==> src/rtl/fetch_sequencer.sv <==
// Instruction fetch sequencer: walks the PC, issues one memory request at a
// time, holds the fetched word for decode, and handles redirects, memory
// timeouts and misaligned redirect targets.
module fetch_sequencer #(
  parameter logic [31:0] RESET_VECTOR = 32'h0000_1000,
  parameter int unsigned MAX_WAIT     = 15
) (
  input  logic        clk,
  input  logic        reset,
  input  logic        halt,
  input  logic        redirect_valid,
  input  logic [31:0] redirect_target,
  output logic        imem_req,
  output logic [31:0] imem_addr,
  input  logic        imem_ack,
  input  logic [31:0] imem_rdata,
  output logic        inst_valid,
  input  logic        inst_ready,
  output logic [31:0] inst_out,
  output logic [31:0] inst_pc,
  output logic        timeout,
  output logic        misalign_err
);

  typedef enum logic [1:0] {S_IDLE, S_REQ, S_HOLD, S_ERROR} state_e;

  localparam logic [7:0] WAIT_LAST = 8'(MAX_WAIT - 1);

  state_e      state_q, state_d;
  logic [31:0] pc_q, pc_d;
  logic [31:0] pend_q, pend_d;
  logic        flush_q, flush_d;
  logic [7:0]  wait_q, wait_d;
  logic [31:0] inst_out_q, inst_out_d;
  logic [31:0] inst_pc_q, inst_pc_d;
  logic        timeout_q, timeout_d;
  logic        misalign_q, misalign_d;

  logic redir_ok, redir_bad;
  assign redir_ok  = redirect_valid && (redirect_target[1:0] == 2'b00);
  assign redir_bad = redirect_valid && (redirect_target[1:0] != 2'b00);

  // Next-state, PC and capture logic; everything holds unless a rule fires.
  always_comb begin
    state_d    = state_q;
    pc_d       = pc_q;
    pend_d     = pend_q;
    flush_d    = flush_q;
    wait_d     = wait_q;
    inst_out_d = inst_out_q;
    inst_pc_d  = inst_pc_q;
    timeout_d  = timeout_q;
    misalign_d = misalign_q;
    case (state_q)
      S_IDLE: begin
        wait_d = 8'd0;
        if (redir_bad) begin
          state_d    = S_ERROR;
          misalign_d = 1'b1;
        end else if (redir_ok) begin
          pc_d    = redirect_target;
          state_d = halt ? S_IDLE : S_REQ;
        end else if (!halt) begin
          state_d = S_REQ;
        end
      end
      S_REQ: begin
        if (redir_bad) begin
          state_d    = S_ERROR;
          misalign_d = 1'b1;
          wait_d     = 8'd0;
          flush_d    = 1'b0;
        end else if (imem_ack) begin
          wait_d = 8'd0;
          if (flush_q || redir_ok) begin
            // Returned word belongs to a stale path: drop it and refetch.
            pc_d    = redir_ok ? redirect_target : pend_q;
            flush_d = 1'b0;
          end else begin
            inst_out_d = imem_rdata;
            inst_pc_d  = pc_q;
            state_d    = S_HOLD;
          end
        end else begin
          // Request address stays put; a redirect is parked until the ack.
          if (redir_ok) begin
            pend_d  = redirect_target;
            flush_d = 1'b1;
          end
          if (wait_q == WAIT_LAST) begin
            state_d   = S_ERROR;
            timeout_d = 1'b1;
            wait_d    = 8'd0;
            flush_d   = 1'b0;
          end else begin
            wait_d = wait_q + 8'd1;
          end
        end
      end
      S_HOLD: begin
        if (redir_bad) begin
          state_d    = S_ERROR;
          misalign_d = 1'b1;
        end else if (redir_ok) begin
          // Redirect wins over a same-cycle accept; no sequential advance.
          pc_d    = redirect_target;
          state_d = halt ? S_IDLE : S_REQ;
        end else if (inst_ready) begin
          pc_d    = pc_q + 32'd4;
          state_d = halt ? S_IDLE : S_REQ;
        end
      end
      default: ; // S_ERROR: sticky until reset
    endcase
  end

  // State and datapath registers with asynchronous reset.
  always_ff @(posedge clk or posedge reset) begin
    if (reset) begin
      state_q    <= S_IDLE;
      pc_q       <= RESET_VECTOR;
      pend_q     <= 32'd0;
      flush_q    <= 1'b0;
      wait_q     <= 8'd0;
      inst_out_q <= 32'd0;
      inst_pc_q  <= 32'd0;
      timeout_q  <= 1'b0;
      misalign_q <= 1'b0;
    end else begin
      state_q    <= state_d;
      pc_q       <= pc_d;
      pend_q     <= pend_d;
      flush_q    <= flush_d;
      wait_q     <= wait_d;
      inst_out_q <= inst_out_d;
      inst_pc_q  <= inst_pc_d;
      timeout_q  <= timeout_d;
      misalign_q <= misalign_d;
    end
  end

  assign imem_req     = (state_q == S_REQ);
  assign inst_valid   = (state_q == S_HOLD);
  assign imem_addr    = pc_q;
  assign inst_out     = inst_out_q;
  assign inst_pc      = inst_pc_q;
  assign timeout      = timeout_q;
  assign misalign_err = misalign_q;

endmodule

==> config.mk <==
export PLATFORM = sky130hd
export DESIGN_NAME = fetch_sequencer
export DESIGN_NICKNAME = d
export VERILOG_FILES = /design/src/rtl/fetch_sequencer.sv
export SDC_FILE = /design/constraint.sdc
export NUM_CORES = 1
export LEC_CHECK = 0
export ABC_AREA = 1
export CORE_ASPECT_RATIO = 0.9
export CORE_MARGIN = 2
export CORE_UTILIZATION = 40
export DETAILED_ROUTE_END_ITERATION = 16
export PLACE_DENSITY = 0.68
export SYNTH_ARGS = -nofsm -noshare
export SYNTH_HDL_FRONTEND = slang
export SYNTH_SLANG_ARGS = --single-unit
==> constraint.sdc <==
create_clock -name clk -period 5 [get_ports clk]
set_input_delay 1.5 -clock clk [delete_from_list [all_inputs] [get_ports clk]]
set_output_delay 1.5 -clock clk [all_outputs]
set_load 0.01 [all_outputs]
==> flow_summary.ini, run 1 <==
[run_status]
status = finished clean

[clocking]
insertion_delay_ns = 0.42
postCtsHoldBufs = 0
root_buffer = clkbuf_16
clk_pin_slew_ns = 0.06
cts_tree = built
numClockSinks = 141
post_cts_buffers = 0
clockBufferDepth = 2
htreeDepth = 4
ctsResizeCount = 0
cts_made_buffers = 17

[setup_path]
worstPathArrival_ns = 2.09
start_kind = flip-flop
r2r_slack_ns = 1.81
endpoint_kind = output pin
cp_cell_sequence = inv_1 > ha_1 > clkdlybuf4s50_1
reg2reg_to = imem_addr[5]
cp_slowest_cell = clkdlybuf4s50_1
crit_path_max_fanout = 12
cp.required_ns = 3.50
endpoint = imem_req
slowest_delay_ns = 0.65
critPathKind = flip-flop to output pin
r2r_start = state_q[1]
r2r_cells = 11
critPathLaunch = state_q[1]

[detailed_routing]
vias = 6971
drt_iter0_drc = 582
ant_nets = 0
wl_per_cell_microns = 15.5
viasPerCell = 5.05
firstDrtPassIters = 5
finalWirelength_mm = 21.3
drc = 0

[finish]
n_antenna_cell = 0
area_delta_synth_final_pct = 33.6
nets = 1200
drive_above_1_share_pct = 8.36
final_core_util_pct = 54.5

[grt]
grt_max_degree = 69
grt_usage_pct = 22.1
grt_pass1_vias = 6412
grt_first_pass_wirelength_mm = 34.5
antenna_found_initial = 0
grt_overflow = 0

[floorplanning]
die_area_sq_um = 19800
core-area_sq_um = 18300
fp.dieW_microns = 148
die_h_microns = 134
io_pins = 170
rows = 47
start_util_pct = 40.8

[sta]
fmax_ghz = 0.279
finalMaxSlewViolations = 0
setup-violations-final = 0
worst_pin_slew_ns = 0.921
setup_total_negative_slack_ns = 0
grt_setup_unrepaired = false
fin_worst_skew_ns = 0.00899
relSlewSlack_pct = 38.5
final.period_utilization_pct = 71.7
finalHoldViolCount = 0
period_minus_slack_ns = 3.59

[yosys]
yosysSeqAreaShare_pct = 47.2
synth_area_per_cell_sq_um = 7.75
synth-warning-count = 0
synth_area_sq_um = 7480
syn_inst = 966
yosysUniqueCellTypes = 37
synth.net_count = 1043
ys_ff_latch = 141

[min_path]
min_path_type = flip-flop to flip-flop

[power]
power_density_nw_per_um2 = 260
ir_worst_vdd_mv = 0.238
power_leakage_nw = 4.73

[job]
cap_viol_max_count = 0

[place]
numPortBuffers = 169
dpl.hpwl_mm = 15.5
routabilityCongestion = 0.881
==> cells by family (layout without fill, tap and decap cells) <==
kind of cell,Yosys count,after routing,share of synthesized area (%)
fa+ha+maj,7,7,1.17
buf+inv,161,331,8.81
flops,141,141,47.2
xor+xnor,5,5,0.585
compound gates,194,194,13.8
simple gates,421,421,22.9
mux,37,37,5.57
==> cells in the mapped netlist <==
cell type  count  area [sq um]
buf_1          4          15.0
ha_1           7          87.6
o21ai_0      106           531
o21bai_1       1          7.51
buf_2         14          70.1
or2_2          2          12.5
xnor2_1        1          8.76
mux2_2        37           417
inv_2          3          11.3
nor3b_1        1          7.51
nand3_1       66           330
xor2_1         4          35.0
o221ai_1       2          17.5
or2_0          3          18.8
nor3_1         3          15.0
buf_6          3          33.8
o22ai_1       12          75.1
a22oi_1        3          22.5
dfstp_2        1          26.3
o31ai_2        1          12.5
nor2_1        66           248
buf_4          4          30.0
o21ai_1       26           130
nand2_4        1          11.3
a31oi_1        2          12.5
nand4_1        4          25.0
inv_1        117           439
a31o_2         1          8.76
nand2_1      269          1010
a21oi_1       34           170
nor2_2         4          25.0
nand2_2        2          12.5
clkinv_1       1          3.75
a21boi_0       1          7.51
clkbuf_1      15          56.3
dfrtp_1      140          3500
o211ai_1       5          37.5
==> through the flow <==
step	cells	cell area [sq um]	power, W	setup WS, ns	hold slack [ns]
floorplan	966	7490	0.00122	1.74	0.437
finish	1381	10000	0.00260	1.41	0.470
global placement	1349	9390	0.00130	1.12	0.454
global route	1381	10000	0.00269	1.30	0.496
detailed placement	1349	9390	0.00130	1.13	0.460
CTS	1381	10000	0.00262	1.40	0.475
==> cell type report <==
class | count | area [sq um]
inverter | 121 | 458
multi-input combinational | 664 | 3310
fill | 1729 | 8350
clock buffer | 17 | 425
clock inverter | 15 | 186
sequential | 141 | 3530
timing repair buffer | 178 | 1780
tap | 245 | 307
==> critical path: cells and delay by family, from the launching register on <==
kind | cells | cell delay (ns)
DFF | 1 | 0.40
adders and majority gates | 1 | 0.50
buffers and inverters | 2 | 0.76
==> sequential cells by signal, indices dropped and copies added, names as in the netlist <==
register and cells:
timeout 1, flush_q 1, wait_q 8, imem_addr 32, pend_q 32, misalign_err 1, inst_out 32, state_q 2
inst_pc 32
==> placed cells by master, fill, tap and decap left out, types with 4 or more instances in the layout <==
master and instances:
nor2_2 4, nand3_1 65, buf_4 7, nor2_1 66, mux2_2 37, o22ai_1 12
inv_6 5, clkdlybuf4s50_1 169, dfrtp_1 140, xor2_1 4, o21ai_1 26, ha_1 7
clkbuf_16 17, nand2_1 269, a21oi_1 34, o211ai_1 5, inv_1 116, o21ai_0 106
nand4_1 4, clkinvlp_4 5
==> layer usage <==
metal / wire [microns] / GRT usage [%]
met1: 10100 / 32.4
met2: 9550 / 33.6
met4: 269 / 6.08
met3: 1430 / 4.35
met5: 0 / 0
==> power by group <==
group	internal, W	switching [W]
registers	0.00115	0.00000219
logic	0.0000638	0.0000678
clock network	0.000793	0.000531
total	0.00200	0.000601
==> worst min-delay path by stage <==
stage                  from      endpoint  slack, ns  cells past startpoint
6_report          pend_q[0]     pend_q[0]       0.47                      2
5_1_grt        misalign_err  misalign_err       0.50                      1
4_1_cts           pend_q[1]     pend_q[1]       0.48                      2
3_5_place_dp      pend_q[1]     pend_q[1]       0.46                      2
3_3_place_gp      pend_q[1]     pend_q[1]       0.45                      2
2_1_floorplan     pend_q[0]     pend_q[0]       0.44                      2
Power figures use the tool's default switching activity.
==> inputs of run 2 (changes only) <==
PLACE_DENSITY = 0.65   (was 0.68)
clock period = 3.6 ns   (was 5 ns; I/O delays follow)
==> run 2 against run 1 <==
Combinational power grew 38%. Non-clock buffer count rose by 3. Worst hold slack improved by 0.0016 ns. Critical path type unchanged. Highest routed layer unchanged.
==> flow_summary.ini, run 2 (synthesis results as in run 1) <==
[finish]
area_delta_synth_final_pct = 33.2
nets = 1203
n_fill_cell = 1717
layout.cells.non_filler = 1383
final_cell_mix = nand2_1 (269), clkdlybuf4s50_1 (169), dfrtp_1 (140)
drive_above_1_share_pct = 8.44
n_antenna_cell = 0
fin_area_sq_um = 9970
mostFrequentLayoutCell = nand2_1

[clocking]
insertion_delay_ns = 0.42
cts_tree = built
ctsResizeCount = 0
postCtsHoldBufs = 0
cts_made_buffers = 17
htreeDepth = 4
post_cts_buffers = 0
clockBufferDepth = 2
clk_pin_slew_ns = 0.06
root_buffer = clkbuf_16
numClockSinks = 141

[place]
dp.cells = 1352
placed_area_sq_um = 9420
dp_slack_ns = 0.441
dpl.hpwl_mm = 15.1
routabilityCongestion = 0.934
numPortBuffers = 169

[sta]
fmax_ghz = 0.312
fin_worst_skew_ns = 0.00546
setup-violations-final = 0
worst_slack_ns = 0.396
finalMaxSlewViolations = 0
grt_setup_unrepaired = false
worst_pin_slew_ns = 0.612
finalHoldViolCount = 0
final.period_utilization_pct = 89.0
setup_total_negative_slack_ns = 0
relSlewSlack_pct = 59.2
period_minus_slack_ns = 3.20

[detailed_routing]
viasPerCell = 4.99
drc = 0
wl_per_cell_microns = 15.1
ant_nets = 0
drt_iter0_drc = 603
vias = 6899
firstDrtPassIters = 7
finalWirelength_mm = 20.9

[setup_path]
start_kind = flip-flop
cp.required_ns = 2.52
r2r_cells = 11
critPathKind = flip-flop to output pin
r2r_start = state_q[1]
endpoint_kind = output pin
r2r_slack_ns = 0.86
reg2reg_to = imem_addr[5]
worstPathArrival_ns = 2.12
crit_path_max_fanout = 12

[floorplanning]
die_h_microns = 134
io_pins = 170
core-area_sq_um = 18300
start_util_pct = 40.8
die_area_sq_um = 19800
rows = 47
fp.dieW_microns = 148

[grt]
grt_overflow = 0
antenna_found_initial = 0
grt_usage_pct = 21.6
grt_first_pass_wirelength_mm = 33.9
grt_max_degree = 108
grt_pass1_vias = 6354

[run_status]
status = finished clean

[power]
ir_worst_vdd_mv = 0.339
power_density_nw_per_um2 = 343
power_leakage_nw = 4.71

[min_path]
hp-start = misalign_err
min_path_type = flip-flop to flip-flop
hold_depth = 1
hold_end = misalign_err

[job]
cap_viol_max_count = 0
run 2: cell count changes in the layout (fill, tap and decap cells not counted):
cell and change:
buf_4 +2, clkinv_2 +1, bufinv_16 -2, inv_6 -3
buf_12 +1, clkinvlp_4 +2, clkbuf_1 +1
run 2: cell type report:
cell class	count	area (sq um)	share of cell area, %
Sequential cell	141	3530	35.4
Multi-Input combinational cell	664	3310	33.2
Timing Repair Buffer	181	1820	18.2
Inverter	121	458	4.59
Clock buffer	18	429	4.30
Tap cell	245	307	3.07
Clock inverter	13	120	1.20
run 2: worst max-delay path by stage:
| stage | cells after the start | startpoint | endpoint | slack, ns |
|---|---|---|---|---|
| after CTS | 3 | state_q[1] | imem_req | 0.39 |
| after global routing | 3 | state_q[1] | imem_req | 0.29 |
| after global placement | 6 | redirect_valid | inst_pc[17] | 0.49 |
| final | 3 | state_q[1] | imem_req | 0.40 |
| after detailed placement | 6 | redirect_valid | inst_pc[20] | 0.44 |
| after floorplan | 1 | reset | flush_q | 0.76 |
run 2: power breakdown:
group	switching (W)	internal (W)	total, W
registers	0.00000309	0.00159	0.00160
logic	0.0000930	0.0000887	0.000182
clock network	0.000700	0.000948	0.00165
run 2: per-stage QoR:
step / hold slack (ns) / utilization, % / total power, W
after CTS: 0.471 / 54.3 / 0.00345
after floorplan: 0.437 / - / 0.00170
after global placement: 0.451 / 51.4 / 0.00181
final: 0.472 / 54.3 / 0.00342
after global routing: 0.486 / 54.3 / 0.00355
after detailed placement: 0.454 / 51.4 / 0.00181
run 2: worst max-delay path: stages (launching register included):
cell	delay, ns
dfrtp_1	0.39
inv_1	0.10
ha_1	0.55
clkdlybuf4s50_1	0.66
run 2: per-layer routing:
metal / track usage [%] / vias up / share of wire, %
met3: 4.25 / 20 / 6.5
met4: 5.50 / 0 / 1.2
li1: - / 3458 / -
met2: 32.3 / 234 / 44
met5: 0 / - / 0
met1: 32.4 / 3187 / 48
